**src/rtl/div_ctrl_pkg.sv**
```systemverilog
// rtl/div_ctrl_pkg.sv - shared types for the divider issue stage and the iterative divider
package div_ctrl_pkg;

    typedef struct packed {
        logic divs;
        logic divu;
        logic rem;
        logic remu;
    } div_op_type;

    typedef struct packed {
        logic        enable;
        logic [31:0] rdata1;
        logic [31:0] rdata2;
        div_op_type  div_op;
    } div_in_type;

    typedef struct packed {
        logic        ready;
        logic [31:0] result;
    } div_out_type;

    typedef enum logic [1:0] {
        IDLE,
        BUSY,
        DRAIN,
        DONE
    } div_ctrl_state_type;

    localparam int KEY_W = 4 + 32 + 32;

    typedef struct packed {
        div_ctrl_state_type state;
        logic [KEY_W-1:0]   key;
        logic [31:0]        cache_result;
        logic               cache_valid;
        logic [31:0]        result;
    } div_ctrl_reg_type;

    localparam div_ctrl_reg_type init_div_ctrl_reg = '{
        state:        IDLE,
        key:          '0,
        cache_result: '0,
        cache_valid:  1'b0,
        result:       '0
    };

    // Number of significant bits; drives the leading-zero skip of the divider.
    function automatic logic [5:0] sig_bits(input logic [31:0] x);
        logic [5:0] n;
        n = '0;
        for (int i = 0; i < 32; i++) begin
            if (x[i]) n = 6'(i + 1);
        end
        return n;
    endfunction

endpackage

```
**src/rtl/div.sv**
```systemverilog
// rtl/div.sv - iterative restoring divider, one bit per cycle over the significant dividend bits
module div
    import div_ctrl_pkg::*;
(
    input  logic        clk,
    input  logic        rst,
    input  div_in_type  div_in,
    output div_out_type div_out
);

    logic        busy;
    logic [5:0]  cnt;
    logic [31:0] dvd;
    logic [31:0] dvs;
    logic [31:0] quo;
    logic [31:0] rem_q;
    logic [31:0] orig;
    logic        neg_q;
    logic        neg_r;
    logic        is_rem;
    logic        by_zero;

    logic        sgn;
    logic [31:0] abs_a;
    logic [31:0] abs_b;
    logic [5:0]  n_bits;
    logic [32:0] rem_shift;

    always_comb begin
        sgn       = div_in.div_op.divs | div_in.div_op.rem;
        abs_a     = (sgn && div_in.rdata1[31]) ? -div_in.rdata1 : div_in.rdata1;
        abs_b     = (sgn && div_in.rdata2[31]) ? -div_in.rdata2 : div_in.rdata2;
        n_bits    = (div_in.rdata2 == '0) ? 6'd0 : sig_bits(abs_a);
        rem_shift = {rem_q, dvd[31]};
    end

    always_ff @(posedge clk) begin
        if (!rst) begin
            busy    <= 1'b0;
            cnt     <= '0;
            dvd     <= '0;
            dvs     <= '0;
            quo     <= '0;
            rem_q   <= '0;
            orig    <= '0;
            neg_q   <= 1'b0;
            neg_r   <= 1'b0;
            is_rem  <= 1'b0;
            by_zero <= 1'b0;
        end else if (!busy) begin
            if (div_in.enable && (div_in.div_op != '0)) begin
                busy    <= 1'b1;
                cnt     <= n_bits;
                // Left-align the dividend so the first step consumes its top set bit.
                dvd     <= abs_a << (6'd32 - n_bits);
                dvs     <= abs_b;
                quo     <= '0;
                rem_q   <= '0;
                orig    <= div_in.rdata1;
                neg_q   <= sgn & (div_in.rdata1[31] ^ div_in.rdata2[31]);
                neg_r   <= sgn & div_in.rdata1[31];
                is_rem  <= div_in.div_op.rem | div_in.div_op.remu;
                by_zero <= (div_in.rdata2 == '0);
            end
        end else if (cnt != '0) begin
            if (rem_shift >= {1'b0, dvs}) begin
                rem_q <= 32'(rem_shift - {1'b0, dvs});
                quo   <= {quo[30:0], 1'b1};
            end else begin
                rem_q <= rem_shift[31:0];
                quo   <= {quo[30:0], 1'b0};
            end
            dvd <= dvd << 1;
            cnt <= cnt - 6'd1;
        end else begin
            busy <= 1'b0;
        end
    end

    always_comb begin
        div_out.ready = busy && (cnt == '0);
        if (by_zero) begin
            div_out.result = is_rem ? orig : 32'hFFFF_FFFF;
        end else if (is_rem) begin
            div_out.result = neg_r ? -rem_q : rem_q;
        end else begin
            div_out.result = neg_q ? -quo : quo;
        end
    end

endmodule

```
**config.mk**
```make
export PLATFORM = sky130hd
export DESIGN_NAME = div
export DESIGN_NICKNAME = d
export VERILOG_FILES = /design/src/rtl/div_ctrl_pkg.sv /design/src/rtl/div.sv
export SDC_FILE = /design/constraint.sdc
export NUM_CORES = 1
export LEC_CHECK = 0
export BUFFER_PORTS_ARGS = -buffer_cell sky130_fd_sc_hd__buf_4
export CORE_AREA = 2 2 131 197
export CTS_CLUSTER_DIAMETER = 30
export DETAILED_ROUTE_END_ITERATION = 10
export DIE_AREA = 0 0 133 199
export GPL_TIMING_DRIVEN = 0
export PLACE_DENSITY = 0.87
export SLEW_MARGIN = 10
export SYNTH_ARGS = -nofsm -noshare
export SYNTH_HDL_FRONTEND = slang
export SYNTH_SLANG_ARGS = --single-unit
```
**constraint.sdc**
```tcl
create_clock -name clk -period 13.5 [get_ports clk]
set_clock_uncertainty 0.05 [all_clocks]
set_input_delay 1.35 -clock clk [delete_from_list [all_inputs] [get_ports clk]]
set_output_delay 1.35 -clock clk [all_outputs]
set_load 0.01 [all_outputs]
```
==> flow_summary.json <==
{
  "numCtsBuffers": 17,
  "fin_crit_sh_pct": 60.7,
  "netlist_area_mm2": 0.0147,
  "hpwl_um": 45600,
  "place_inst": 2404,
  "leakagePower_nw": 6.50,
  "cts_setup_buffers": 0,
  "drtPass1Iterations": 6,
  "antennaDiodeCount": 0,
  "die_area_mm2": 0.0265,
  "cellPowerDensity_mw_per_mm2": 108,
  "status": "completed",
  "first_global_vias": 16200,
  "slew_viol_final": 0,
  "synth_area_leader_cell": "dfxtp_1",
  "gp_congestion": 1.03,
  "insertion_delay_ps": 460,
  "grt_start_max_net_pins": 17,
  "rsz0062_at_grt": "no",
  "synth_cell_types": 89,
  "power.total_mw": 1.78,
  "syn2layout_area_growth_pct": 11.4,
  "coreArea_mm2": 0.0248,
  "final.setup.tns_ps": 0,
  "endpoint_kind": "register",
  "postCtsResizedCells": 0,
  "vias_per_cell": 6.73,
  "power.share.combinational_pct": 37.8,
  "cts_root_buffer": "clkbuf_16",
  "startpoint_type": "primary input",
  "hp-class": "reg -> reg",
  "cts_num_sinks": 171,
  "vdd_ir_drop_max_mv": 0.0901,
  "async_flop_share_pct": 0,
  "ys_seq_elements": 171,
  "nNetsFinal": 2205,
  "hold_viol_final": 0,
  "via_count": 16400,
  "path_max_fanout": 10,
  "nFillCells": 2197,
  "die_x_um": 133,
  "max_slew_margin_pct": 36.9,
  "switching_share_pct": 38.3,
  "syn_nets": 2100,
  "die-height_um": 199,
  "clock_path_buffers": 2,
  "avgSynthCellArea_um2": 7.40,
  "grt.total_usage_pct": 43.3,
  "tightest_slew_ps": 946,
  "crit_type": "in -> reg",
  "grt_overflow_total": 0,
  "std_cell_rows": 71,
  "cts_tree": "built",
  "pwr-share-clk_pct": 30.1,
  "setup_viol": 0,
  "finalWirelength_um": 58000,
  "antenna_found_initial": 0,
  "synth-edff-count": 0,
  "p_seq_share_pct": 32.1,
  "pin_count": 104,
  "post_drt_wl_per_cell_um": 23.8,
  "arrival_ps": 8480,
  "htreeDepth": 4,
  "drive_above_1_share_pct": 9.68,
  "ys_warn_count": 0,
  "maxCapViolations": 0,
  "synth_top_area_share_pct": 23.2,
  "synth_area_leaders": "dfxtp_1, nand2_1, o21ai_0",
  "internal_power_mw": 1.10,
  "critical_path_required_ps": 13790,
  "clk_pin_slew_worst_paths_ps": 70,
  "detail-route-antenna-nets": 0,
  "netlist_instances": 1990,
  "ys.flop_type": "dfxtp_1",
  "ys_seq_area_share_pct": 23.2,
  "initial_core_util_pct": 59.4,
  "min_period_ps": 8190,
  "switchingPower_uw": 681,
  "dr.first_iter.drc_count": 1604,
  "max_freq_mhz": 122,
  "drc": 0,
  "instances_no_fill": 2436,
  "cts-hold-fix-buffers": 0,
  "grt_first_pass_wirelength_um": 87900,
  "io_buffers": 86
}
layout make-up:
cell class	count	area, um^2	area share (%)
multi-input cells	1603	10400	63.5
flip-flops and latches	171	3420	20.9
repair buffers	86	646	3.94
plain buffers	150	639	3.90
clock buffers	19	433	2.64
well taps	328	410	2.50
inverters	66	248	1.51
clock inverters	13	188	1.14
cell usage after synthesis (all sizes together), types with 54 or more instances:
cell and instances:
a21boi 63, nor2 171, nand2 273, xnor2 81, xor2 62, o21ai 143, dfxtp 171, inv 66
nand3 69, a21oi 125, mux2i 54, clkbuf 116
placed cells by master, fill, tap and decap left out, types with 38 or more instances in the layout:
cell / count
a21boi_0: 63
a21oi_1: 125
buf_4: 89
clkbuf_1: 118
dfxtp_1: 171
ha_1: 38
inv_1: 64
mux2i_1: 54
nand2_1: 272
nand3_1: 69
nor2_1: 169
nor3_1: 40
o21ai_0: 140
xnor2_1: 79
xor2_1: 62
cell families after synthesis:
kind of cell,Yosys count,share of synthesized area [%]
fa+ha+maj,39,3.36
xor+xnor,143,8.68
simple gates,734,23.8
compound gates,607,27.8
buf+inv,216,6.02
mux,80,7.06
flops,171,23.2
worst max-delay path, stage by stage:
cell and delay (ps):
clkbuf_1 340, o21a_1 340, buf_1 530, clkbuf_1 520, o21ai_0 340, a211o_1 380, a211oi_1 590, o211ai_1 240
o22a_1 220, buf_4 190, inv_2 150, buf_4 240, buf_2 290, ha_1 400, inv_1 150, xnor2_2 300
buf_6 210, mux2i_1 150, a222oi_1 690, inv_1 240, a221oi_1 460, a31oi_1 130
routing by layer:
metal | track usage, % | wire length (um) | up-vias | share of wire [%]
li1 | - | - | 7452 | -
met5 | 0 | 0 | - | 0
met3 | 8.77 | 4740 | 316 | 8.2
met4 | 38.9 | 5800 | 0 | 10
met1 | 42.1 | 18900 | 7679 | 33
met2 | 77.0 | 28500 | 950 | 49
metrics by stage:
step                      cell area [um^2]  worst slack (ps)  hold slack, ps  util [%]
after floorplan                      14700              6830             382         -
after global placement               15800              5120             400      63.7
after detailed placement             15800              5110             402      63.7
after CTS                            16400              5580             410      66.2
after global routing                 16400              5160             427      66.2
final                                16400              5310             412      66.2
final timing paths:
kind / start / endpoint / slack (ps) / cells past startpoint
hold / removal: orig[2]$_SDFFE_PN0P_ / orig[2]$_SDFFE_PN0P_ / 410 / 2
setup reg to reg: rem_q[0]$_SDFFE_PN0P_ / rem_q[6]$_SDFFE_PN0P_ / 8960 / 13
hold reg to reg: orig[2]$_SDFFE_PN0P_ / orig[2]$_SDFFE_PN0P_ / 410 / 2
setup / recovery: div_in[67] / dvd[29]$_SDFFE_PN0P_ / 5310 / 22
flip-flops by register name, indices dropped and copies added, names as in the netlist, 6 cells and up:
| name | count |
|---|---|
| dvd | 32 |
| quo | 32 |
| rem_q | 32 |
| dvs | 32 |
| cnt | 6 |
| orig | 32 |
power by group through the flow:
| stage | sequential, mW | clock, mW | combinational, mW |
|---|---|---|---|
| global placement | 0.578 | 0 | 0.634 |
| detailed placement | 0.580 | 0 | 0.643 |
| finish | 0.571 | 0.536 | 0.672 |
| floorplan | 0.572 | 0 | 0.448 |
| global route | 0.574 | 0.553 | 0.711 |
| CTS | 0.569 | 0.532 | 0.647 |
No activity file was read; power rests on OpenSTA's default activity.
